<file path="config.mk">
export PLATFORM = sky130hd
export DESIGN_NAME = cache_tag_lookup_ctrl
export DESIGN_NICKNAME = d
export VERILOG_FILES = /design/src/rtl/cache_tag_lookup_ctrl.sv
export SDC_FILE = /design/constraint.sdc
export NUM_CORES = 1
export LEC_CHECK = 0
export ABC_AREA = 1
export BUFFER_PORTS_ARGS = -buffer_cell sky130_fd_sc_hd__buf_2
export CORE_AREA = 2 2 124 126
export DETAILED_ROUTE_END_ITERATION = 10
export DIE_AREA = 0 0 126 128
export PLACE_DENSITY_LB_ADDON = 0.05
export SETUP_SLACK_MARGIN = 0.02
export SLEW_MARGIN = 40
export SYNTH_ARGS = -nofsm -noshare
export SYNTH_HDL_FRONTEND = slang
export SYNTH_SLANG_ARGS = --single-unit
</file>
<file path="constraint.sdc">
create_clock -name clk -period 2.3 [get_ports clk]
set_input_delay 0.345 -clock clk [delete_from_list [all_inputs] [get_ports clk]]
set_output_delay 0.345 -clock clk [all_outputs]
set_load 0.005 [all_outputs]
</file>
<file path="src/rtl/cache_tag_lookup_ctrl.sv">
// cache_tag_lookup_ctrl: request-side lookup/refill controller for a 2-way cache tag RAM.
// Define CACHE_TAG_STATS_EN to build the hit/miss statistics counters (tied to zero otherwise).
module cache_tag_lookup_ctrl #(
  parameter int unsigned ADDR_WIDTH   = 7,
  parameter int unsigned OFFSET_WIDTH = 5
) (
  input  logic                  clk,
  input  logic                  rst,
  input  logic                  req_valid,
  output logic                  req_ready,
  input  logic [31:0]           req_addr,
  output logic                  resp_valid,
  output logic                  resp_way,
  output logic                  miss_valid,
  input  logic                  miss_ready,
  output logic [31:0]           miss_addr,
  output logic                  miss_way,
  input  logic                  refill_done,
  output logic [ADDR_WIDTH-1:0] tr_raddr,
  output logic [ADDR_WIDTH-1:0] tr_waddr,
  output logic [ADDR_WIDTH-1:0] tr_bit_raddr,
  output logic                  tr_re,
  output logic                  tr_we,
  output logic                  tr_refill,
  output logic                  tr_select,
  output logic [44:0]           tr_din,
  input  logic [44:0]           tr_dout,
  output logic                  tr_cache_reset,
  output logic [31:0]           stat_hits,
  output logic [31:0]           stat_misses
);

  localparam int unsigned TAG_W   = 20;
  localparam int unsigned WAY_W   = TAG_W + 1;
  localparam int unsigned LINE_W  = 45;
  localparam int unsigned TAG_LSB = ADDR_WIDTH + OFFSET_WIDTH;
  localparam logic [31:0] OFF_MASK = (32'd1 << OFFSET_WIDTH) - 32'd1;

  typedef enum logic [2:0] {
    S_INIT,
    S_IDLE,
    S_LOOKUP,
    S_MISS_REQ,
    S_MISS_WAIT,
    S_REFILL_WR,
    S_REPLAY
  } state_e;

  state_e                state_q, state_d;
  logic [ADDR_WIDTH-1:0] cnt_q, cnt_d;
  logic [31:0]           addr_q, addr_d;
  logic [WAY_W-1:0]      way0_q, way0_d;
  logic [WAY_W-1:0]      way1_q, way1_d;
  logic                  victim_q, victim_d;

  logic [TAG_W-1:0]      tag_q;
  logic [ADDR_WIDTH-1:0] idx_q;
  logic                  hit0, hit1, lookup_hit, hit_way, victim_c;
  logic [LINE_W-1:0]     refill_line;

  assign tag_q = TAG_W'(addr_q >> TAG_LSB);
  assign idx_q = ADDR_WIDTH'(addr_q >> OFFSET_WIDTH);

  // Way compare on the entry read back in LOOKUP; a double hit resolves to way 0.
  assign hit0       = tr_dout[20] && (tr_dout[19:0] == tag_q);
  assign hit1       = tr_dout[42] && (tr_dout[41:22] == tag_q);
  assign lookup_hit = hit0 || hit1;
  assign hit_way    = !hit0;
  assign victim_c   = !tr_dout[20] ? 1'b0 : (!tr_dout[42] ? 1'b1 : tr_dout[44]);

  assign refill_line = {~victim_q, 1'b0,
                        victim_q ? {1'b1, tag_q} : way1_q,
                        1'b0,
                        victim_q ? way0_q : {1'b1, tag_q}};

  // State and datapath registers.
  always_ff @(posedge clk) begin
    if (rst) begin
      state_q  <= S_INIT;
      cnt_q    <= '0;
      addr_q   <= '0;
      way0_q   <= '0;
      way1_q   <= '0;
      victim_q <= 1'b0;
    end else begin
      state_q  <= state_d;
      cnt_q    <= cnt_d;
      addr_q   <= addr_d;
      way0_q   <= way0_d;
      way1_q   <= way1_d;
      victim_q <= victim_d;
    end
  end

  // Next-state and tag RAM / handshake outputs.
  always_comb begin
    state_d        = state_q;
    cnt_d          = cnt_q;
    addr_d         = addr_q;
    way0_d         = way0_q;
    way1_d         = way1_q;
    victim_d       = victim_q;
    req_ready      = 1'b0;
    resp_valid     = 1'b0;
    resp_way       = 1'b0;
    miss_valid     = 1'b0;
    miss_addr      = '0;
    miss_way       = 1'b0;
    tr_raddr       = '0;
    tr_waddr       = '0;
    tr_bit_raddr   = '0;
    tr_re          = 1'b0;
    tr_we          = 1'b0;
    tr_refill      = 1'b0;
    tr_select      = 1'b0;
    tr_din         = '0;
    tr_cache_reset = 1'b1;

    case (state_q)
      S_INIT: begin
        // The sweep counter also addresses the entry being cleared.
        tr_cache_reset = 1'b0;
        tr_waddr       = cnt_q;
        cnt_d          = cnt_q + ADDR_WIDTH'(1);
        if (cnt_q == '1) state_d = S_IDLE;
      end
      S_IDLE: begin
        req_ready = 1'b1;
        if (req_valid) begin
          tr_re    = 1'b1;
          tr_raddr = ADDR_WIDTH'(req_addr >> OFFSET_WIDTH);
          addr_d   = req_addr;
          state_d  = S_LOOKUP;
        end
      end
      S_LOOKUP: begin
        if (lookup_hit) begin
          resp_valid   = 1'b1;
          resp_way     = hit_way;
          tr_we        = 1'b1;
          tr_bit_raddr = idx_q;
          tr_din       = {~hit_way, tr_dout[43:0]};
          state_d      = S_IDLE;
        end else begin
          way0_d   = tr_dout[20:0];
          way1_d   = tr_dout[42:22];
          victim_d = victim_c;
          state_d  = S_MISS_REQ;
        end
      end
      S_MISS_REQ: begin
        miss_valid = 1'b1;
        miss_addr  = addr_q & ~OFF_MASK;
        miss_way   = victim_q;
        if (miss_ready) state_d = S_MISS_WAIT;
      end
      S_MISS_WAIT: begin
        if (refill_done) state_d = S_REFILL_WR;
      end
      S_REFILL_WR: begin
        tr_refill = 1'b1;
        tr_waddr  = idx_q;
        tr_din    = refill_line;
        state_d   = S_REPLAY;
      end
      S_REPLAY: begin
        tr_re    = 1'b1;
        tr_raddr = idx_q;
        state_d  = S_LOOKUP;
      end
      default: state_d = S_INIT;
    endcase

    // Reset forces every output low in the same cycle, whatever the state.
    if (rst) begin
      req_ready      = 1'b0;
      resp_valid     = 1'b0;
      resp_way       = 1'b0;
      miss_valid     = 1'b0;
      miss_addr      = '0;
      miss_way       = 1'b0;
      tr_raddr       = '0;
      tr_waddr       = '0;
      tr_bit_raddr   = '0;
      tr_re          = 1'b0;
      tr_we          = 1'b0;
      tr_refill      = 1'b0;
      tr_din         = '0;
      tr_cache_reset = 1'b0;
    end
  end

`ifdef CACHE_TAG_STATS_EN
  logic        replay_q;
  logic [31:0] stat_hits_q, stat_misses_q;
  logic        hit_evt, miss_evt;

  assign hit_evt  = (state_q == S_LOOKUP) && lookup_hit && !replay_q;
  assign miss_evt = (state_q == S_LOOKUP) && !lookup_hit;

  // replay_q marks a LOOKUP entered from REPLAY so refill replays are not counted as hits.
  always_ff @(posedge clk) begin
    if (rst) begin
      replay_q      <= 1'b0;
      stat_hits_q   <= '0;
      stat_misses_q <= '0;
    end else begin
      replay_q <= (state_q == S_REPLAY);
      if (hit_evt)  stat_hits_q   <= stat_hits_q + 32'd1;
      if (miss_evt) stat_misses_q <= stat_misses_q + 32'd1;
    end
  end

  assign stat_hits   = rst ? '0 : stat_hits_q;
  assign stat_misses = rst ? '0 : stat_misses_q;
`else
  assign stat_hits   = '0;
  assign stat_misses = '0;
`endif

endmodule

</file>
# Word-level counts from Yosys, hierarchy flattened
# Index checks and enable logic that the tools add are counted.
[word_totals]
memories = 0
register_bits = 85
wordCells = 72
in_bits = 82
mem_bits_ro = 0
latch_bits = 0
ramBits = 0
output_inout_bits = 172
[classes]
n_addsub = 1
div_mod_pow = 0
mul = 0
bitwise_logic = 2
magnitude_cmp = 0
n_eq_ne = 13
reduce_logical = 8
n_shift = 0
mux = 42
[op_table]
columns = ["operator", "count"]
rows = [
  ["45-bit 2-to-1 mux", 2],
  ["45-bit one-hot mux with 2 select lines", 1],
  ["32-bit 2-to-1 mux", 2],
  ["21-bit 2-to-1 mux", 2],
  ["7-bit 2-to-1 mux", 6],
  ["20-bit == test", 2],
  ["7-bit one-hot mux with 2 select lines", 2],
  ["3-bit one-hot mux with 7 select lines", 1],
  ["1-bit 2-to-1 mux", 20],
  ["3-bit 2-to-1 mux", 4],
  ["3-bit == test (second input constant)", 3],
  ["2-bit inequality test (second input constant)", 4],
  ["7-bit by 1-bit adder with 7-bit output (second input constant)", 1],
  ["7-bit == test (second input constant)", 1],
  ["3-bit by 2-bit == test with 1-bit output (second input constant)", 2],
  ["2-bit AND reduction", 2],
  ["4-bit AND reduction", 1],
  ["3-bit by 1-bit == test with 1-bit output (second input constant)", 1],
  ["3-bit logical NOT", 1],
  ["1-bit logical AND", 2],
  ["2-bit 2-to-1 mux", 1],
  ["1-bit inverter", 2],
  ["1-bit one-hot mux with 2 select lines", 1],
  ["1-bit logical NOT", 1],
  ["1-bit logical OR", 1],
]

# Longest topological paths before layout
# Gate-level depths: netlist (run 1).
[logic_depth]
depth_word = 6
mapped_depth = 12
mapped_depth_nobuf = 11

# Worst setup path before layout (run 1)
# No wires, ideal clock.
[synth_path]
path_kind = "register to output"
startpoint = "register addr_q[30]"
endpoint = "output port tr_din[10]"
path_stages_with_launch = 12
n_path_buf = 1
arrival_time_ns = 1.455
path_slack_ns = 0.500
required_ns = 1.955
cell_sequence = "dfxtp_1 > inv_2 > nand2_1 > nand2_1 > nor2_1 > nand2_1 > nor2_1 > nand3_2 > nand2_4 > buf_6 > nand3_1 > a21oi_1"
[synth_between]
elab_chain_len = 6
elab_cells_between_ends = 8
classes_between = "2 x eq/ne; 3 x mux; 3 x reduce/logical"
[synth_rtl]
columns = ["element", "line_no", "text"]
rows = [
  ["start: declaration", "51", "logic [31:0] addr_q, addr_d;"],
  ["start signal: assignment", "88", "addr_q <= addr_d;"],
  ["20-bit == test (on tied branches)", "65, 66", ""],
  ["1-bit logical AND (on tied branches)", "65, 66", ""],
  ["1-bit logical OR (*)", "67", "assign lookup_hit = hit0 || hit1;"],
  ["45-bit 2-to-1 mux (*)", "137", "if (lookup_hit) begin"],
  ["45-bit one-hot mux with 2 select lines (*)", "119", "case (state_q)"],
  ["45-bit 2-to-1 mux (*)", "175", "if (rst) begin"],
  ["end: declaration", "26", "output logic [44:0] tr_din,"],
]
# Every way passes the cells marked *; elsewhere a longest branch is shown, timed or not.

# Worst setup path in the final report (run 1)
[layout_path]
startpoint = "register addr_q[28]"
endpoint = "output port tr_din[42]"
# Same word-level chain as after synthesis.

==> results.py, run 1 <==
metrics = {
    "clock_tree": {
        "cts.sinks": 80,
        "ctsHoldBuffers": 0,
        "cts-root-buf": "clkbuf_16",
        "worst_skew_pair.late_latency_ns": 0.34,
        "cts_max_level": 3,
        "cts_tree": "yes",
        "clk_pin_slew_worst_paths_ns": 0.06,
        "cts_buffer_depth": 2,
        "cts_made_buffers": 9,
    },
    "synth": {
        "ys_ff_latch": 80,
        "synth_cell_types": 34,
        "netlist_instances": 978,
        "ys_seq_area_frac": 0.275,
        "yosysWarnings": 0,
        "netlist_area_sq_mm": 0.00583,
        "syn_area_per_cell_sq_um": 5.96,
    },
    "sta": {
        "max_slew_margin": 0.552,
        "layout_setup_ws_ns": -0.128,
        "finClkSkew_ns": 0.00539,
        "rsz0062_at_grt": "yes",
        "finalMaxSlewViolations": 0,
        "fin_crit_sh": 1.06,
        "setup_viol": 53,
        "worst_pin_slew_ns": 0.672,
        "clock.fmax_ghz": 0.412,
        "timing.final.hold_violations": 0,
        "post-route-min-period_ns": 2.43,
    },
    "drt": {
        "wire_per_inst_um": 15.3,
        "avgViaCountPerCell": 4.86,
        "ant_nets": 0,
        "first_pass_iters": 5,
        "wirelength_um": 20500,
        "drc_errors": 0,
        "vias": 6525,
        "first_iter_violations": 412,
    },
    "layout": {
        "final_cell_area_sq_mm": 0.00762,
        "drive_gt1_frac": 0.316,
        "antenna_cells": 0,
        "area_growth_pct": 30.9,
        "fillerInstances": 1649,
        "layoutNonFillerInstCount": 1342,
        "final_nets": 1233,
    },
    "critical_path": {
        "crit_fanout": 8,
        "regToRegStartpoint": "addr_q[23]",
        "r2r_setup_slack_ns": 0.36,
        "crit_path_start": "addr_q[28]",
        "critPathArrivalTime_ns": 2.08,
        "crit_required_ns": 1.96,
        "startpoint_type": "register",
        "critPathKind": "register to output pin",
        "endpoint_kind": "output pin",
    },
    "power": {
        "p_leak_uw": 0.00342,
        "p_int_uw": 3430,
        "p_clk_frac": 0.252,
        "p_seq_frac": 0.334,
        "p_per_area_mw_per_mm2": 759,
        "ir_drop_mv": 0.346,
        "swShare": 0.407,
        "pwr-share-comb": 0.414,
        "power.switching_uw": 2350,
    },
    "min_path": {
        "hp-start": "req_addr[30]",
        "hp-class": "input pin to register",
    },
    "floorplan": {
        "design.die.area_sq_mm": 0.0161,
        "die_w_um": 126,
        "core-area_sq_mm": 0.0149,
        "boundaryPins": 254,
        "initial_core_util": 0.392,
        "die_h_um": 128,
        "rows": 45,
    },
    "place": {
        "placed_area_sq_mm": 0.00669,
        "port_buffers": 178,
        "place_congestion": 0.780,
        "dp_hpwl_um": 14300,
        "placed_cells": 1311,
    },
    "global_routing": {
        "grt_overflow": 0,
        "grt_pass1_vias": 5718,
        "track_usage": 0.241,
        "grt_max_degree": 43,
        "antenna_found_initial": 0,
        "grt_pass1_wl_um": 30900,
    },
    "outcome": {
        "status": "finished, violations left",
        "violations": "setup timing",
    },
    "run": {
        "cap_violations": 0,
    },
}
==> through the flow <==
step / hold slack [ns] / util / setup TNS, ns / power (uW) / setup WS, ns
4_1_cts: 0.262 / 0.487 / -3.38 / 5620 / -0.119
6_report: 0.262 / 0.513 / -3.88 / 5780 / -0.128
3_5_place_dp: 0.452 / 0.450 / 0 / 4100 / 0.127
2_1_floorplan: 0.435 / - / 0 / 3500 / 0.500
5_1_grt: 0.280 / 0.513 / -9.81 / 6200 / -0.227
3_3_place_gp: 0.451 / 0.450 / 0 / 4090 / 0.127
==> worst max-delay path: stages, from the launching register on <==
cell and delay [ns]:
dfxtp_2 0.33, inv_2 0.13, o21ai_0 0.15, nor2_1 0.11
nand2_1 0.06, nor2_2 0.15, nand3_4 0.12, nand2_8 0.16
buf_12 0.14, nand3_2 0.07, a21oi_2 0.19, buf_2 0.14
==> synthesized netlist by cell type <==
cell type | instances | area share
nand2_1 | 257 | 0.17
nor2_1 | 121 | 0.078
a21oi_1 | 107 | 0.092
inv_1 | 81 | 0.052
dfxtp_1 | 80 | 0.27
o21ai_0 | 73 | 0.063
buf_4 | 72 | 0.093
nand3_1 | 50 | 0.043
clkbuf_1 | 30 | 0.019
nand4_1 | 23 | 0.025
inv_2 | 16 | 0.010
buf_1 | 11 | 0.0071
buf_6 | 9 | 0.017
nor3_1 | 8 | 0.0069
buf_2 | 6 | 0.0052
o32ai_1 | 6 | 0.0090
o21ai_1 | 5 | 0.0043
xnor2_1 | 4 | 0.0060
nand3_4 | 2 | 0.0060
nor4_1 | 2 | 0.0021
xor2_1 | 2 | 0.0030
a21boi_0 | 1 | 0.0013
clkinv_1 | 1 | 0.00064
conb_1 | 1 | 0.00064
ha_1 | 1 | 0.0021
nand2_2 | 1 | 0.0011
nand2_4 | 1 | 0.0019
nand3_2 | 1 | 0.0017
nor2_2 | 1 | 0.0011
nor2_4 | 1 | 0.0019
nor3_2 | 1 | 0.0017
o211ai_1 | 1 | 0.0013
o22ai_1 | 1 | 0.0011
or2_2 | 1 | 0.0011
==> cells by family (layout without fill, tap and decap cells) <==
group                      Yosys count  in the layout  share of synthesized area
buffers and inverters              226            333                      0.205
DFF                                 80             80                      0.275
other                                1             70                   0.000644
xor gates and xnor gates             6              6                    0.00902
adders and majority gates            1              1                    0.00215
AOI/OAI and AO/OA                  194            194                      0.172
and+or+nand+nor                    470            470                      0.337
==> timing repair <==
item                                   4_1_cts  5_1_grt
pin swaps                                    6       34
gates resized for setup                     58       86
endpoints found under the hold margin        0        0
cloned                                       2        3
buffers inserted                             7        8
setup endpoints to repair                   57       98
==> layout by cell type, fill, tap and decap left out, types with 14 or more instances in the layout <==
cell type / n
nand2_1: 243
buf_2: 177
nor2_1: 99
a21oi_1: 81
inv_1: 74
o21ai_0: 71
conb_1: 70
dfxtp_1: 61
nand3_1: 32
a21oi_2: 26
buf_4: 26
nand4_1: 23
nor2_2: 20
nand3_2: 15
inv_2: 14
==> power by group through the flow <==
stage               combinational (uW)  sequential (uW)  clock, uW
floorplan                         1650             1850          0
detailed placement                2180             1920          0
finish                            2390             1930       1460
global route                      2700             1970       1530
CTS                               2230             1910       1480
global placement                  2170             1920          0
==> metal layers <==
layer	routed length, um	GRT usage	vias to the layer above	share of wire
li1	-	-	3327	-
met1	9150	0.315	2964	0.45
met2	9800	0.411	217	0.48
met3	1320	0.0472	17	0.064
met4	252	0.0588	0	0.012
met5	0	0	-	0
==> layout make-up <==
cell class | count | area [sq um] | area share
Multi-Input combinational cell | 741 | 3650 | 0.479
Sequential cell | 80 | 1650 | 0.217
Timing Repair Buffer | 220 | 1400 | 0.184
Inverter | 98 | 393 | 0.0515
Clock buffer | 12 | 246 | 0.0323
Tap cell | 188 | 235 | 0.0309
Clock inverter | 3 | 42.5 | 0.00558
==> state kept, by name, summed over array words and instances, names as in the netlist <==
register / cells
cnt_q: 7
addr_q: 27
state_q: 3
way0_q: 21
victim_q: 1
way1_q: 21
==> worst paths after layout <==
| path | to | cells past startpoint |
|---|---|---|
| setup reg to reg | state_q[1] | 13 |
| hold reg to reg | way0_q[12] | 2 |
| setup / recovery | tr_din[42] | 11 |
| hold / removal | addr_q[30] | 3 |
Note: power is estimated with default switching activity, not from simulation.
==> inputs of run 2 (changes only) <==
- GPL_TIMING_DRIVEN: default -> 0
- MAX_ROUTING_LAYER: default -> met4
==> run 2 against run 1 <==
  * Non-clock buffer count increased by 103
  * Cell area increased by 5.7%
  * Largest cell class unchanged
  * Critical path type unchanged
  * Worst setup slack worse by 0.068 ns
  * Sequential share of layout area shrank 1.3 points
  * Fmax decreased by 2.7%
  * The run still ends with setup timing left
  * Sequential cell count did not move
  * Critical path depth rose by 1
  * Die area unchanged
  * Count of clock-buffer cells in the layout unchanged
  * Clock power shrank 5%
  * Via count is 8.8% higher
==> results.py, run 2 (same netlist as run 1, synthesis figures left out) <==
metrics = {
    "floorplan": {
        "initial_core_util": 0.392,
        "boundaryPins": 254,
        "die_w_um": 126,
        "core-area_sq_mm": 0.0149,
        "rows": 45,
        "die_h_um": 128,
        "design.die.area_sq_mm": 0.0161,
    },
    "sta": {
        "max_slew_margin": 0.578,
        "whs_ns": 0.262,
        "fin_crit_sh": 1.09,
        "timing.final.hold_violations": 0,
        "worst_pin_slew_ns": 0.633,
        "finalMaxSlewViolations": 0,
        "clock.fmax_ghz": 0.401,
        "layout_setup_ws_ns": -0.197,
        "finClkSkew_ns": 0.00517,
        "setup_viol": 54,
        "post-route-min-period_ns": 2.50,
        "rsz0062_at_grt": "yes",
        "final.setup.tns_ns": -6.17,
    },
    "critical_path": {
        "startpoint_type": "register",
        "endpoint_kind": "output pin",
        "critPathArrivalTime_ns": 2.15,
        "crit_chain": "buf_6 -> nand2_2 -> nand2_1 -> nor2_1 -> nand2_1 -> nor2_2 -> nand3_4 -> nand2_8 -> buf_8 -> nand3_2 -> a21oi_2 -> buf_2",
        "cp_common_cell": "nand2_1",
        "critPathKind": "register to output pin",
        "critPathMaxStageDelay_ns": 0.34,
        "worst_path_max_delay_cell": "dfxtp_2",
        "crit_required_ns": 1.96,
        "r2r-end": "way1_q[3]",
        "crit_fanout": 6,
        "r2r_setup_slack_ns": 0.21,
        "r2r_cells": 14,
        "regToRegStartpoint": "addr_q[12]",
        "crit_family": "simple AND/OR/NAND/NOR gates",
        "path_buf_inv": 3,
    },
    "outcome": {
        "status": "finished, violations left",
        "violations": "setup timing",
    },
    "layout": {
        "largest_registers": "addr_q x27, way0_q x21, way1_q x21",
        "area_growth_pct": 38.3,
        "antenna_cells": 0,
        "final_common_cell": "nand2_1",
        "largest_reg_flops": 27,
        "fillerInstances": 1597,
        "mostFrequentLayoutCells": "nand2_1, buf_2, nor2_1, buf_4, a21oi_1",
        "regArea_sq_mm": 0.00164,
        "final_nets": 1338,
        "top_register": "addr_q",
        "drive_gt1_frac": 0.338,
        "layoutNonFillerInstCount": 1447,
        "utilization": 0.542,
        "multi_input_area_sq_mm": 0.00358,
    },
    "global_routing": {
        "grt_pass1_vias": 6100,
        "grt_pass1_wl_um": 33600,
        "track_usage": 0.275,
        "grt_overflow": 0,
        "grt_max_degree": 13,
        "antenna_found_initial": 0,
    },
    "place": {
        "place_congestion": 0.911,
        "dp_hpwl_um": 16700,
        "placed_cells": 1412,
        "port_buffers": 177,
    },
    "clock_tree": {
        "cts-root-buf": "clkbuf_16",
        "cts_tree": "yes",
        "cts_made_buffers": 9,
        "worst_skew_pair.late_latency_ns": 0.35,
        "cts_buffer_depth": 2,
        "cts.sinks": 80,
        "clk_pin_slew_worst_paths_ns": 0.06,
        "ctsHoldBuffers": 0,
        "cts_max_level": 3,
    },
    "drt": {
        "wire_per_inst_um": 15.6,
        "vias": 7100,
        "first_iter_violations": 547,
        "drc_errors": 0,
        "first_pass_iters": 5,
        "wirelength_um": 22500,
        "ant_nets": 0,
        "avgViaCountPerCell": 4.91,
    },
    "power": {
        "finalPower_uw": 5810,
        "ir_drop_mv": 0.307,
        "p_per_area_mw_per_mm2": 721,
        "p_leak_uw": 0.00387,
    },
    "min_path": {
        "hold_depth": 3,
        "hp-class": "input pin to register",
        "holdPathEnd": "addr_q[29]",
        "hp-start": "req_addr[29]",
    },
    "run": {
        "cap_violations": 0,
    },
}
-- run 2: cell count changes in the layout (fill, tap and decap cells not counted), sizes merged --
cell / before / now
clkinv: 2 / 3
nor2: 123 / 124
buf: 217 / 295
clkbuf: 15 / 40
nand3: 53 / 54
bufinv: 1 / 0
-- run 2: what timing repair did --
action                     4_1_cts  5_1_grt
buffers inserted                12        8
gates cloned                     2        1
resized for setup               99       53
setup endpoints to repair       82       78
pin swaps                       16       22
-- run 2: where the power goes --
| group | leakage, uW | internal [uW] | switching [uW] | total, uW |
|---|---|---|---|---|
| Clock | 0.000134 | 782 | 607 | 1390 |
| Combinational | 0.00307 | 856 | 1640 | 2500 |
| Sequential | 0.000662 | 1720 | 203 | 1920 |
-- run 2: worst max path at each step --
stage	start	end	slack, ns	cells after the start
after floorplan	addr_q[30]	tr_din[10]	0.50	11
after global placement	state_q[0]	tr_din[13]	-0.18	8
after detailed placement	state_q[0]	tr_din[13]	-0.18	8
after CTS	addr_q[24]	tr_din[13]	-0.11	12
after global routing	addr_q[26]	tr_din[42]	-0.22	12
final	addr_q[12]	tr_din[13]	-0.20	12
-- run 2: stage by stage --
step                cell area (sq um)  setup slack, ns
floorplan                        6080            0.500
global placement                 7210           -0.182
detailed placement               7210           -0.182
CTS                              7860           -0.113
global route                     8060           -0.224
finish                           8060           -0.197
-- run 2: area by class of cell --
type                            count  share of cell area
Sequential cell                    80               0.204
Timing Repair Buffer              197               0.132
Multi-Input combinational cell    743               0.445
Buffer                            126               0.107
Tap cell                          188              0.0292
Clock buffer                       12              0.0318
Inverter                           98              0.0488
Clock inverter                      3             0.00217
-- run 2: tightest hold or removal path, delay by kind of cell --
kind                   cells  cell delay [ns]
buffers and inverters      1             0.08
AOI/OAI and AO/OA          2             0.16
-- run 2: layer usage --
layer,global-route usage,part of all wire
met4,0.108,0.026
met3,0.0405,0.077
met1,0.361,0.44
met2,0.427,0.46
met5,-,0
